**config.mk**
```make
export PLATFORM = sky130hd
export DESIGN_NAME = speed_tick_gen
export DESIGN_NICKNAME = d
export VERILOG_FILES = /design/src/rtl/speed_tick_gen.sv
export SDC_FILE = /design/constraint.sdc
export NUM_CORES = 1
export LEC_CHECK = 0
export CORE_MARGIN = 4
export CORE_UTILIZATION = 54
export DETAILED_ROUTE_END_ITERATION = 6
export PLACE_DENSITY_LB_ADDON = 0.3
export SLEW_MARGIN = 20
export SYNTH_ARGS = -nofsm -noshare
export SYNTH_HDL_FRONTEND = slang
export SYNTH_SLANG_ARGS = --single-unit
```
**constraint.sdc**
```tcl
create_clock -name clk -period 2 [get_ports clk]
set_input_delay 0.4 -clock clk [delete_from_list [all_inputs] [get_ports clk]]
set_output_delay 0.4 -clock clk [all_outputs]
set_load 0.01 [all_outputs]
```
**src/rtl/speed_tick_gen.sv**
```systemverilog
// Rate generator: free-running F0/F1/F2 square waves and ticks, plus a glitch-free speed-selected pair.
// Optional macro SPEED_TICK_STEP_EN adds a synchronised step pushbutton that fires single ticks in HALT.
module speed_tick_gen #(
    parameter int unsigned CLK_HZ = 50000000,
    parameter int unsigned F0_HZ  = 2,
    parameter int unsigned F1_HZ  = 5,
    parameter int unsigned F2_HZ  = 10
) (
    input  logic       clk,
    input  logic       rst_n,
    input  logic [1:0] SPEED,
`ifdef SPEED_TICK_STEP_EN
    input  logic       step,
`endif
    output logic       sq0,
    output logic       sq1,
    output logic       sq2,
    output logic       tick0,
    output logic       tick1,
    output logic       tick2,
    output logic       sq_sel,
    output logic       tick_sel,
    output logic [1:0] speed_cur,
    output logic       busy
);

    localparam int unsigned HALF0 = (F0_HZ == 32'd0) ? 32'd0 : CLK_HZ / (32'd2 * F0_HZ);
    localparam int unsigned HALF1 = (F1_HZ == 32'd0) ? 32'd0 : CLK_HZ / (32'd2 * F1_HZ);
    localparam int unsigned HALF2 = (F2_HZ == 32'd0) ? 32'd0 : CLK_HZ / (32'd2 * F2_HZ);
    localparam int unsigned HMAX01 = (HALF0 > HALF1) ? HALF0 : HALF1;
    localparam int unsigned HMAX   = (HMAX01 > HALF2) ? HMAX01 : HALF2;
    localparam int          CW     = (HMAX > 32'd1) ? $clog2(HMAX) : 1;

    if ((HALF0 < 32'd1) || (HALF0 * 32'd2 * F0_HZ != CLK_HZ)) begin : g_bad_half0
        $error("speed_tick_gen: CLK_HZ/(2*F0_HZ) must be an integer >= 1");
    end
    if ((HALF1 < 32'd1) || (HALF1 * 32'd2 * F1_HZ != CLK_HZ)) begin : g_bad_half1
        $error("speed_tick_gen: CLK_HZ/(2*F1_HZ) must be an integer >= 1");
    end
    if ((HALF2 < 32'd1) || (HALF2 * 32'd2 * F2_HZ != CLK_HZ)) begin : g_bad_half2
        $error("speed_tick_gen: CLK_HZ/(2*F2_HZ) must be an integer >= 1");
    end

    typedef enum logic [1:0] {
        ST_RUN  = 2'd0,
        ST_PEND = 2'd1,
        ST_HALT = 2'd2
    } state_t;

    function automatic logic [CW-1:0] half_m1(input logic [1:0] n);
        case (n)
            2'd0:    half_m1 = CW'(HALF0 - 32'd1);
            2'd1:    half_m1 = CW'(HALF1 - 32'd1);
            2'd2:    half_m1 = CW'(HALF2 - 32'd1);
            default: half_m1 = {CW{1'b0}};
        endcase
    endfunction

    // Index 3 (HALT) deliberately selects a constant low.
    function automatic logic sel_bit(input logic [2:0] vec, input logic [1:0] idx);
        case (idx)
            2'd0:    sel_bit = vec[0];
            2'd1:    sel_bit = vec[1];
            2'd2:    sel_bit = vec[2];
            default: sel_bit = 1'b0;
        endcase
    endfunction

    logic [CW-1:0] cnt_r     [3];
    logic [CW-1:0] cnt_nxt_s [3];
    logic [2:0]    sq_r, sq_nxt_s, tick_r, tick_nxt_s;
    logic [1:0]    spd_m_r, spd_s_r;
    state_t        state_r, state_nxt_s;
    logic [1:0]    speed_cur_r, speed_nxt_s;
    logic          busy_r, busy_nxt_s;
    logic          sq_sel_r, tick_sel_r, sq_sel_nxt_s, tick_sel_nxt_s;
    logic          cur_lo_s, tgt_lo_s, step_tick_s;

    // Next values of the three rate counters, square waves and ticks.
    always_comb begin
        for (int n = 0; n < 3; n++) begin
            if (cnt_r[n] == half_m1(2'(n))) begin
                cnt_nxt_s[n]  = {CW{1'b0}};
                sq_nxt_s[n]   = ~sq_r[n];
                tick_nxt_s[n] = ~sq_r[n];
            end else begin
                cnt_nxt_s[n]  = cnt_r[n] + CW'(32'd1);
                sq_nxt_s[n]   = sq_r[n];
                tick_nxt_s[n] = 1'b0;
            end
        end
    end

    // Rate counter, square wave and tick registers.
    always_ff @(posedge clk or negedge rst_n) begin
        if (!rst_n) begin
            for (int n = 0; n < 3; n++) begin
                cnt_r[n] <= {CW{1'b0}};
            end
            sq_r   <= 3'b000;
            tick_r <= 3'b000;
        end else begin
            for (int n = 0; n < 3; n++) begin
                cnt_r[n] <= cnt_nxt_s[n];
            end
            sq_r   <= sq_nxt_s;
            tick_r <= tick_nxt_s;
        end
    end

    // Two-flop synchroniser for the switch-driven speed request.
    always_ff @(posedge clk or negedge rst_n) begin
        if (!rst_n) begin
            spd_m_r <= 2'd0;
            spd_s_r <= 2'd0;
        end else begin
            spd_m_r <= SPEED;
            spd_s_r <= spd_m_r;
        end
    end

`ifdef SPEED_TICK_STEP_EN
    logic step_m_r, step_s_r, step_d_r, step_pls_r;

    // Step pushbutton synchroniser and rising-edge pulse.
    always_ff @(posedge clk or negedge rst_n) begin
        if (!rst_n) begin
            step_m_r   <= 1'b0;
            step_s_r   <= 1'b0;
            step_d_r   <= 1'b0;
            step_pls_r <= 1'b0;
        end else begin
            step_m_r   <= step;
            step_s_r   <= step_m_r;
            step_d_r   <= step_s_r;
            step_pls_r <= step_s_r & ~step_d_r;
        end
    end

    assign step_tick_s = step_pls_r & (state_r == ST_HALT) & (state_nxt_s == ST_HALT);
`else
    assign step_tick_s = 1'b0;
`endif

    // Switch only while both the outgoing and incoming waves are low.
    always_comb begin
        state_nxt_s = state_r;
        speed_nxt_s = speed_cur_r;
        busy_nxt_s  = busy_r;
        cur_lo_s    = ~sel_bit(sq_r, speed_cur_r);
        tgt_lo_s    = ~sel_bit(sq_r, spd_s_r);
        case (state_r)
            ST_RUN, ST_HALT: begin
                if (spd_s_r != speed_cur_r) begin
                    state_nxt_s = ST_PEND;
                    busy_nxt_s  = 1'b1;
                end else begin
                    busy_nxt_s  = 1'b0;
                end
            end
            ST_PEND: begin
                if (spd_s_r == speed_cur_r) begin
                    state_nxt_s = (speed_cur_r == 2'd3) ? ST_HALT : ST_RUN;
                    busy_nxt_s  = 1'b0;
                end else if (cur_lo_s && tgt_lo_s) begin
                    speed_nxt_s = spd_s_r;
                    state_nxt_s = (spd_s_r == 2'd3) ? ST_HALT : ST_RUN;
                    busy_nxt_s  = 1'b0;
                end else begin
                    busy_nxt_s  = 1'b1;
                end
            end
            default: begin
                state_nxt_s = ST_RUN;
                speed_nxt_s = 2'd0;
                busy_nxt_s  = 1'b0;
            end
        endcase
        sq_sel_nxt_s   = sel_bit(sq_nxt_s, speed_nxt_s);
        tick_sel_nxt_s = sel_bit(tick_nxt_s, speed_nxt_s) | step_tick_s;
    end

    // Selection state and registered output mux, aligned with the rate registers.
    always_ff @(posedge clk or negedge rst_n) begin
        if (!rst_n) begin
            state_r     <= ST_RUN;
            speed_cur_r <= 2'd0;
            busy_r      <= 1'b0;
            sq_sel_r    <= 1'b0;
            tick_sel_r  <= 1'b0;
        end else begin
            state_r     <= state_nxt_s;
            speed_cur_r <= speed_nxt_s;
            busy_r      <= busy_nxt_s;
            sq_sel_r    <= sq_sel_nxt_s;
            tick_sel_r  <= tick_sel_nxt_s;
        end
    end

    assign sq0       = sq_r[0];
    assign sq1       = sq_r[1];
    assign sq2       = sq_r[2];
    assign tick0     = tick_r[0];
    assign tick1     = tick_r[1];
    assign tick2     = tick_r[2];
    assign sq_sel    = sq_sel_r;
    assign tick_sel  = tick_sel_r;
    assign speed_cur = speed_cur_r;
    assign busy      = busy_r;

endmodule
```
==> out/metrics.csv <==
stage;metric;value;unit
finish;seq_area;2230;um2
sta;holdWs;0.0771;ns
route;via_per_inst;5.46;
worst_setup_path;crit_start;cnt_r[58]$_DFF_PN0_;
worst_setup_path;critical_path.cell_chain;or2b_1 > or4_4 > nor4_4 > buf_4 > o21ai_1 > o22a_1;
sta;finalSetupViolations;0;
route;first_iter_violations;131;
sta;tightest_slew;0.453;ns
logic_synthesis;synth-edff-count;0;
clock_network;htreeDepth;3;
logic_synthesis;yosysTopAreaCellShare;55.2;%
global_route;grt_overflow;0;
floorplanning;core-area;7250;um2
logic_synthesis;async_flop_share;100;%
global_route;grt_first_pass_wirelength;13100;um
clock_network;ctsHoldBuffers;0;
clock_network;clkLatencyLatePin;0.35;ns
global_route;grt_usage;18.7;%
route;wirelength;7410;um
power_and_ir_drop;vdd_drop_max;324;uV
sta;finalSetupTns;0;ns
worst_setup_path;worst_ep_arrival_time;2.17;ns
global_route;antenna_found_initial;0;
worst_setup_path;cp_slowest_stage_delay;0.43;ns
logic_synthesis;synth_area_leader_cell;dfrtp_1;
worst_setup_path;crit_fanout;14;
clock_network;ctsRootBufferMaster;clkbuf_8;
finish;final_nets;419;
sta;period_share;97.1;%
placement;dp_hpwl;5100;um
worst_setup_path;cp.buffers_inverters;1;
sta;clock-skew-final;0.0162;ns
logic_synthesis;synth-seq-area-share;55.2;%
min_path;hp-class;input pin to asynchronous set/reset pin;
flow_run;cap_violations;0;
finish;fill_cells;598;
logic_synthesis;synthesis.area;4040;um2
route;wire_per_inst;14.4;um
logic_synthesis;synth_cells;375;
logic_synthesis;synthTopCellsByArea;dfrtp_1 55%, xnor2_1 7.2%, xor2_1 6.3%;
worst_setup_path;r2r_start;cnt_r[58]$_DFF_PN0_;
floorplanning;ios;15;
worst_setup_path;critical_path.slowest_cell;or4_4;
sta;final-max-slew-violation-count;0;
placement;gp_congestion;0.791;
sta;rsz0062_at_grt;yes;
finish;area_growth;14.7;%
logic_synthesis;ys_ff_latch;89;
logic_synthesis;synth_nets;385;
route;route.detailed.drc;0;
finish;final_area;4630;um2
worst_setup_path;crit_required;2.23;ns
route;ant_nets;0;
placement;io_buffer_count;14;
finish;multi_input_area;1780;um2
floorplanning;dieArea;8920;um2
clock_network;clock_sinks;89;
global_route;grt_pass1_vias;2812;
placement;dpl_cell_area;4400;um2
clock_network;cts_tree;built;
logic_synthesis;yosysMostFrequentCell;dfrtp_1;
worst_setup_path;startpoint_type;flop;
sta;fin_crit;1.94;ns
logic_synthesis;yosysWarnings;0;
floorplanning;start_util;55.7;%
clock_network;cts.clk_slew.worst_paths;0.09;ns
worst_setup_path;cpLargestDelayFamily;simple AND/OR/NAND/NOR gates;
worst_setup_path;critical_path_class;flop to flop;
finish;antenna_cells;0;
logic_synthesis;ys_types;41;
sta;relSlewSlack;69.8;%
sta;clock.fmax;515;MHz
floorplanning;core.rowCount;31;
clock_network;cts_buffer_depth;2;
power_and_ir_drop;power_density;746;nW/um2
logic_synthesis;ys.flop_type;dfrtp_1;
floorplanning;die_h;94.5;um
outcome;outcome;complete, no violations;
logic_synthesis;syn_avg_cell_area;10.8;um2
finish;layout-drive-gt1-share;11.4;%
sta;hold_viol;0;
finish;final_util;63.9;%
power_and_ir_drop;p_leak;0.00212;uW
clock_network;numCtsBuffers;9;
route;num_vias;2802;
floorplanning;die_width;94.5;um
global_route;grt_max_degree;90;
route;firstDrtPassIters;4;
logic_synthesis;ys_top_cells_by_count;89 x dfrtp_1, 44 x nor2_1, 37 x nand2_1;
worst_setup_path;end_kind;flop;
## final cells by class
type,count,area share [%]
Clock inverter,6,1.57
Tap cell,99,2.67
Clock buffer,10,2.76
Sequential cell,89,48.1
Multi-Input combinational cell,269,38.4
Timing Repair Buffer,28,5.51
Inverter,12,0.972
## registers in the layout, indices dropped and copies added (netlist names)
| signal | flops |
|---|---|
| cnt_r | 72 |
| sq_r | 3 |
| tick_r | 3 |
| spd_m_r | 2 |
| spd_s_r | 2 |
| speed_cur | 2 |
| state_r | 2 |
| busy | 1 |
| sq_sel | 1 |
| tick_sel | 1 |
## final timing paths
check / slack, ns / to / cells after the start
hold reg to reg: 0.36 / spd_s_r[0]$_DFF_PN0_ / 0
max in group asynchronous: 1.58 / cnt_r[18]$_DFF_PN0_ / 2
min in group clk: 0.36 / spd_s_r[0]$_DFF_PN0_ / 0
hold / removal: 0.08 / state_r[1]$_DFFE_PN0P_ / 2
setup reg to reg: 0.06 / cnt_r[61]$_DFF_PN0_ / 6
setup / recovery: 0.06 / cnt_r[61]$_DFF_PN0_ / 6
## power by group
part	internal, uW	switching, uW	leakage [uW]	total (uW)
clock	594	659	0.0000979	1250
sequential	1850	60.4	0.00118	1910
combinational	146	149	0.000840	294
total	2590	868	0.00212	3450
## routing by layer
metal | track usage, % | share of wire [%] | wire, um
met5 | 0 | 0 | 0
met4 | 6.85 | 1.4 | 107
met3 | 3.67 | 2.7 | 198
met2 | 30.1 | 49 | 3660
met1 | 25.3 | 47 | 3450
## logic make-up after synthesis
logic type / share of synthesized area [%]
compound gates: 2.26
xor+xnor: 13.4
fa+ha+maj: 1.86
buf+inv: 1.74
flops: 55.2
mux: 1.74
simple gates: 23.8
## timing repair
action / in CTS / in global routing
setup buffers: 0 / 0
resized for setup: 0 / 6
endpoints found under the setup margin: 0 / 5
## placed cells by master (no fill, tap or decap), types with 2 or more instances in the layout
master and count:
or3_1 3, nand3_2 2, and3_1 13, nand2b_1 5
nand3b_1 4, nor2_1 43, inv_1 12, nor3_1 8
nor4_1 4, nor4_2 3, xor2_1 29, nor4b_1 2
mux2i_1 7, nor2b_1 3, dfrtp_1 89, nor3_2 2
buf_4 14, nand3_1 25, inv_6 3, and4_1 4
clkbuf_8 9, clkdlybuf4s50_1 13, ha_1 5, nor4b_2 2
nand2_1 37, xnor2_1 33, a21o_1 2, a21oi_1 2
o21ai_0 2, nand4_1 14
## metrics by stage
stage | total power [uW] | instances | setup WS, ns
6_report | 3450 | 513 | 0.0579
2_1_floorplan | 2090 | 375 | -0.000306
3_3_place_gp | 2230 | 497 | 0.160
3_5_place_dp | 2240 | 497 | 0.0622
4_1_cts | 3490 | 513 | 0.0386
5_1_grt | 3620 | 513 | -0.0364
## worst reg2reg max path, delay by kind of cell (launching register included)
kind	cells	cell delay (ns)
simple gates	3	0.86
buf+inv	1	0.25
compound gates	2	0.31
flops	1	0.41
Power figures use the tool's default switching activity.
